===== src/rtl/fpga_robots_game_tm_scan_if.sv =====
// Command handshake between game logic and the tile map scan sequencer.
interface fpga_robots_game_tm_scan_if;
  localparam int unsigned OP_W  = 2;
  localparam int unsigned CNT_W = 14;

  logic             cmd_valid;
  logic [OP_W-1:0]  cmd_op;
  logic             cmd_ready;
  logic             done;
  logic [CNT_W-1:0] n_robot;
  logic [CNT_W-1:0] n_player;

  // Game logic side issues commands and reads results
  modport master (
    output cmd_valid, cmd_op,
    input  cmd_ready, done, n_robot, n_player
  );

  // Sequencer side accepts commands and reports results
  modport slave (
    input  cmd_valid, cmd_op,
    output cmd_ready, done, n_robot, n_player
  );
endinterface


===== src/rtl/fpga_robots_game_tm_scan.sv =====
// Tile map scan sequencer: bulk clear, robot/player count and work-bit clear
// over the play area of the video tile map. Status columns are never accessed.
module fpga_robots_game_tm_scan #(
  parameter int unsigned VBI_ONLY = 0,
  parameter int unsigned ROWS     = 48,
  parameter int unsigned COLS     = 120
) (
  input  logic                              clk,
  input  logic                              rst,
  fpga_robots_game_tm_scan_if.slave         cmd,
  input  logic                              vbi,
  output logic [12:0]                       tm_adr,
  output logic [7:0]                        tm_wrt,
  output logic                              tm_wen,
  input  logic [7:0]                        tm_red
);

  localparam int unsigned ROW_W = 6;
  localparam int unsigned COL_W = 7;
  localparam int unsigned DAT_W = 8;
  localparam int unsigned CNT_W = 14;

  typedef enum logic [2:0] {
    S_IDLE,
    S_CLEAR,
    S_COUNT,
    S_DRAIN,
    S_TAG_RD,
    S_TAG_WR,
    S_FINISH
  } state_t;

  state_t             state;
  logic [ROW_W-1:0]   row;
  logic [COL_W-1:0]   col;
  logic               rd_pend;
  logic               tag_held;
  logic [DAT_W-1:0]   tag_byte;

  logic               go_c;
  logic               last_c;
  logic               accept_c;
  logic [ROW_W-1:0]   nxt_row_c;
  logic [COL_W-1:0]   nxt_col_c;
  logic [1:0]         robot_inc_c;
  logic [1:0]         player_inc_c;
  logic [DAT_W-1:0]   tag_src_c;

  // Access gate, end-of-area detect and handshake
  assign go_c     = (VBI_ONLY == 0) || vbi;
  assign last_c   = (row == ROW_W'(ROWS - 1)) && (col == COL_W'(COLS - 1));
  assign accept_c = cmd.cmd_valid && cmd.cmd_ready;

  // Next play-area position: column wraps at the status area boundary
  always_comb begin
    nxt_row_c = row;
    nxt_col_c = col + COL_W'(1);
    if (col == COL_W'(COLS - 1)) begin
      nxt_row_c = row + ROW_W'(1);
      nxt_col_c = '0;
    end
  end

  // Per-byte cell decode for counting; each byte holds two stacked cells
  always_comb begin
    robot_inc_c  = 2'(tm_red[1:0] == 2'd1) + 2'(tm_red[3:2] == 2'd1);
    player_inc_c = 2'(tm_red[1:0] == 2'd3) + 2'(tm_red[3:2] == 2'd3);
  end

  // Read data for the work-bit clear: live bus on the first cycle, latch after a stall
  assign tag_src_c = tag_held ? tag_byte : tm_red;

  // Sequencer state, position counter and registered tile map / result outputs
  always_ff @(posedge clk) begin
    if (!rst) begin
      state         <= S_IDLE;
      row           <= '0;
      col           <= '0;
      rd_pend       <= 1'b0;
      tag_held      <= 1'b0;
      tag_byte      <= '0;
      cmd.cmd_ready <= 1'b1;
      cmd.done      <= 1'b0;
      cmd.n_robot   <= '0;
      cmd.n_player  <= '0;
      tm_adr        <= '0;
      tm_wrt        <= '0;
      tm_wen        <= 1'b0;
    end else begin
      cmd.done <= 1'b0;
      tm_wen   <= 1'b0;
      rd_pend  <= 1'b0;

      if (rd_pend) begin
        cmd.n_robot  <= cmd.n_robot + CNT_W'(robot_inc_c);
        cmd.n_player <= cmd.n_player + CNT_W'(player_inc_c);
      end

      case (state)
        S_IDLE: begin
          cmd.cmd_ready <= 1'b1;
          if (accept_c) begin
            cmd.cmd_ready <= 1'b0;
            row           <= '0;
            col           <= '0;
            case (cmd.cmd_op)
              2'd0: state <= S_CLEAR;
              2'd1: begin
                state        <= S_COUNT;
                cmd.n_robot  <= '0;
                cmd.n_player <= '0;
              end
              2'd2:    state <= S_TAG_RD;
              default: state <= S_FINISH;
            endcase
          end
        end

        S_CLEAR: begin
          if (go_c) begin
            tm_adr <= {row, col};
            tm_wrt <= '0;
            tm_wen <= 1'b1;
            row    <= nxt_row_c;
            col    <= nxt_col_c;
            if (last_c) state <= S_FINISH;
          end
        end

        S_COUNT: begin
          if (go_c) begin
            tm_adr  <= {row, col};
            rd_pend <= 1'b1;
            row     <= nxt_row_c;
            col     <= nxt_col_c;
            if (last_c) state <= S_DRAIN;
          end
        end

        S_DRAIN: state <= S_FINISH;

        S_TAG_RD: begin
          tag_held <= 1'b0;
          if (go_c) begin
            tm_adr <= {row, col};
            state  <= S_TAG_WR;
          end
        end

        S_TAG_WR: begin
          if (!tag_held) begin
            tag_held <= 1'b1;
            tag_byte <= tm_red;
          end
          if (go_c) begin
            tm_adr <= {row, col};
            tm_wrt <= tag_src_c & 8'h0F;
            tm_wen <= 1'b1;
            row    <= nxt_row_c;
            col    <= nxt_col_c;
            state  <= last_c ? S_FINISH : S_TAG_RD;
          end
        end

        S_FINISH: begin
          cmd.done <= 1'b1;
          state    <= S_IDLE;
        end

        default: state <= S_IDLE;
      endcase
    end
  end

endmodule


===== src/flat_wrapper.sv =====
// flat-port wrapper written by rule: the top's interface ports become plain ports
module fpga_robots_game_tm_scan_flat 
#(
  parameter int unsigned VBI_ONLY = 0,
  parameter int unsigned ROWS     = 48,
  parameter int unsigned COLS     = 120
)
  (clk, rst, vbi, tm_adr, tm_wrt, tm_wen, tm_red, cmd_cmd_valid, cmd_cmd_op, cmd_cmd_ready, cmd_done, cmd_n_robot, cmd_n_player);
  fpga_robots_game_tm_scan_if cmd_i ();
  input  logic clk;
  input  logic rst;
  input  logic vbi;
  output logic [12:0] tm_adr;
  output logic [7:0] tm_wrt;
  output logic tm_wen;
  input  logic [7:0] tm_red;
  input wire logic [$bits(cmd_i.cmd_valid)-1:0] cmd_cmd_valid;
  input wire logic [$bits(cmd_i.cmd_op)-1:0] cmd_cmd_op;
  output wire logic [$bits(cmd_i.cmd_ready)-1:0] cmd_cmd_ready;
  output wire logic [$bits(cmd_i.done)-1:0] cmd_done;
  output wire logic [$bits(cmd_i.n_robot)-1:0] cmd_n_robot;
  output wire logic [$bits(cmd_i.n_player)-1:0] cmd_n_player;
  assign cmd_i.cmd_valid = cmd_cmd_valid;
  assign cmd_i.cmd_op = cmd_cmd_op;
  assign cmd_cmd_ready = cmd_i.cmd_ready;
  assign cmd_done = cmd_i.done;
  assign cmd_n_robot = cmd_i.n_robot;
  assign cmd_n_player = cmd_i.n_player;
  fpga_robots_game_tm_scan #(.VBI_ONLY(VBI_ONLY), .ROWS(ROWS), .COLS(COLS)) u_core (.clk(clk), .rst(rst), .cmd(cmd_i), .vbi(vbi), .tm_adr(tm_adr), .tm_wrt(tm_wrt), .tm_wen(tm_wen), .tm_red(tm_red));
endmodule

===== config.mk =====
export PLATFORM = sky130hd
export DESIGN_NAME = fpga_robots_game_tm_scan_flat
export DESIGN_NICKNAME = d
export VERILOG_FILES = /design/src/rtl/fpga_robots_game_tm_scan_if.sv /design/src/rtl/fpga_robots_game_tm_scan.sv /design/src/flat_wrapper.sv
export SDC_FILE = /design/constraint.sdc
export NUM_CORES = 1
export LEC_CHECK = 0
export ABC_CLOCK_PERIOD_IN_PS = 2000
export BUFFER_PORTS_ARGS = -buffer_cell sky130_fd_sc_hd__clkbuf_2
export CORE_MARGIN = 8
export CORE_UTILIZATION = 29
export DETAILED_ROUTE_END_ITERATION = 6
export SYNTH_ARGS = -nofsm -noshare
export SYNTH_HDL_FRONTEND = slang
export SYNTH_SLANG_ARGS = --single-unit

===== constraint.sdc =====
create_clock -name clk -period 2 [get_ports clk]
set_input_delay 0.2 -clock clk [delete_from_list [all_inputs] [get_ports clk]]
set_output_delay 0.2 -clock clk [all_outputs]
set_load 0.03 [all_outputs]

==> results.yml <==
critical_path:
  start_kind: "flop"
  crit_arrival_ns: 2.09
  r2r_cells: 10
  cp_max_fo: 3
  cp.required_ns: 2.23
  setup.worst_path.end_class: "flop"
  crit_type: "flop to flop"
job:
  cap_violations: 0
synthesis:
  synth_edf_count: 0
  ys.flop_type: "dfxtp_1"
  synth.yosys.seq_area_share_pct: 44.2
  netlist_area_um2: 3170
  synth-seq-cells: 70
  synth_cell_type_count: 49
  avgSynthCellArea_um2: 9.20
  yosysWarnings: 0
  syn_inst: 345
  synth_top_area_share_pct: 44.2
  async_flop_share_pct: 0
  netlist.top_cell.by_area: "dfxtp_1"
  ys_top_cells_by_area: "dfxtp_1 44%, mux2i_1 6.0%, xor2_1 5.5%"
sta:
  fmax_mhz: 539
  worst_pin_slew_ns: 0.601
  fin_crit_ns: 1.85
  slew_headroom_pct: 60.0
  rsz0062_at_grt: "false"
  finalCritPeriodShare_pct: 92.7
  finalSetupViolCount: 0
  finalHoldViolCount: 0
  clock_skew_ns: 0.0105
  drv_slew: 0
clock_network:
  cts_tree: "yes"
  post_cts_buffers: 0
  cts.path.max_buffers: 2
  cts.sinks: 70
  numCtsBuffers: 9
  ctsRootBufferMaster: "clkbuf_8"
  clkLatencyLatePin_ns: 0.34
  path_clk_slew_ns: 0.08
  ctsHtreeMaxLevel: 3
  ctsHoldBuffers: 0
layout:
  nFillCells: 1113
  fin_util_pct: 36.3
  fin_area_um2: 3900
  area_growth_pct: 22.8
  drive_gt1_share_pct: 24.9
  final_nets: 436
  n_antenna_cell: 0
floorplanning:
  row_count: 38
  start_util_pct: 29.5
  dieWidth_um: 121
  fp.dieArea_um2: 14500
  core_um2: 10700
  die_h_um: 121
  boundaryPins: 66
detailed_routing:
  viasPerCell: 4.52
  num_vias: 2536
  wl_um: 7040
  wire_per_inst_um: 12.5
  ant_nets: 0
  drt-pass1-iter-count: 4
  drtIter0Drc: 118
  drcViolationCount: 0
hold_path:
  hold_depth: 3
  min_path_type: "primary input to flop"
grt:
  grt_max_degree: 35
  grt.overflow.total: 0
  grt_use_met1_pct: 11.3
  grt_pass1_wl_um: 11600
  grt.busiest_layer: "met2"
  antenna_found_initial: 0
  grt_use_met2_pct: 15.2
  grt_usage_pct: 9.75
  use_met3_pct: 4.10
  grt_pass1_vias: 2439
place:
  place_hpwl_um: 5140
  numPortBuffers: 56
  gp_congestion: 0.781
  place_area_um2: 3690
pwr:
  p_per_area_nw_per_um2: 995
  p_leak_nw: 1.54
  total_power_mw: 3.88
  vdd.ir_drop.worst_uv: 382
outcome:
  status: "completed"
-- kinds of logic after synthesis --
kind of cell / share of synthesized area (%)
muxes: 8.12
adders and majority gates: 2.84
DFF: 44.2
xor gates and xnor gates: 7.45
AOI/OAI and AO/OA: 9.03
other: 0.118
buffers and inverters: 4.38
and+or+nand+nor: 23.9
-- layout by cell type (no fill, tap or decap), drive strengths merged, types with 3 or more instances in the layout --
master and instances:
nand2b 6, nor2 41, or3 6, o21ai 12, xor2 20, conb 4
a22oi 4, a21oi 12, nand3 14, ha 4, and3 3, xnor2 7
nor3 8, inv 13, nand4 9, mux2i 19, a21boi 4, mux2 6
buf 17, o31ai 3, and2 4, clkinv 4, nor2b 24, dfxtp 70
clkbuf 65, nand2 22
-- synth_stat cells (2+ instances only) --
cell type / count
nand2_1: 22
a21boi_0: 2
o21ai_0: 11
o31ai_1: 2
or4_1: 2
fa_1: 2
nor3_1: 6
nor3_2: 2
dfxtp_1: 70
nor2_1: 41
mux2_2: 6
and2_1: 4
nand3_1: 13
a22oi_1: 4
or3_1: 6
nand4_1: 9
and4_1: 2
mux2i_1: 19
a21oi_1: 12
inv_1: 12
xor2_1: 20
nand3b_1: 2
buf_4: 6
and3_1: 3
nor2b_1: 24
buf_2: 2
clkbuf_1: 5
nand2b_1: 6
ha_1: 4
xnor2_1: 7
-- worst max-delay path, cell delays in order (launching register included) --
cell     delay (ns)
dfxtp_2        0.34
inv_1          0.06
fa_2           0.40
inv_1          0.08
ha_1           0.15
nand2_1        0.11
nor3_2         0.18
buf_4          0.15
nand3_1        0.08
xor2_1         0.14
nor2_1         0.05
-- cell type report --
class | count | area, um2 | area share, %
Clock buffer | 9 | 124 | 3.18
Clock inverter | 7 | 73.8 | 1.89
Inverter | 12 | 45.0 | 1.16
Multi-Input combinational cell | 250 | 1660 | 42.5
Sequential cell | 70 | 1400 | 36.0
Tap cell | 140 | 175 | 4.49
Timing Repair Buffer | 73 | 420 | 10.8
-- metal layers --
metal	routed length, um	share of wire, %
met5	0	0
met4	99	1.4
met3	491	7.0
met2	3180	45
met1	3270	46
-- per-stage QoR --
stage	hold slack [ns]	setup TNS, ns	cells	setup slack, ns
2_1_floorplan	0.349	0	348	0.0104
6_report	0.177	0	561	0.146
5_1_grt	0.184	0	561	0.0169
4_1_cts	0.153	0	561	0.0282
3_3_place_gp	0.474	0	545	0.00703
3_5_place_dp	0.490	-0.00206	545	-0.00206
-- path summary, 6_finish.rpt --
check                        start                endpoint  slack (ns)
max          u_core.cmd.n_robot[0]  u_core.cmd.n_robot[10]        0.15
min                      tm_red[2]      u_core.tag_byte[2]        0.18
max reg2reg  u_core.cmd.n_robot[0]  u_core.cmd.n_robot[10]        0.15
min reg2reg  u_core.cmd.n_robot[0]   u_core.cmd.n_robot[0]        0.50
-- repair_timing --
action | 4_1_cts | 5_1_grt
endpoints found under the setup margin | 0 | 4
endpoints found under the hold margin | 0 | 0
resized for setup | 0 | 3
-- state kept, by name, indices dropped and copies added (netlist names) --
name                  count
u_core.tm_adr            13
u_core.cmd.cmd_ready      1
u_core.cmd.n_player      14
u_core.state              3
u_core.tag_held           1
u_core.tag_byte           4
u_core.rd_pend            1
u_core.tm_wen             1
u_core.tm_wrt             4
u_core.cmd.done           1
u_core.col                7
u_core.row                6
u_core.cmd.n_robot       14
-- power breakdown --
group	switching [mW]	internal (mW)	leakage (nW)
sequential	0.107	1.47	0.566
clock	0.558	0.580	0.0996
combinational	0.666	0.494	0.875
total	1.33	2.55	1.54
Note: power is estimated with default switching activity, not from simulation.
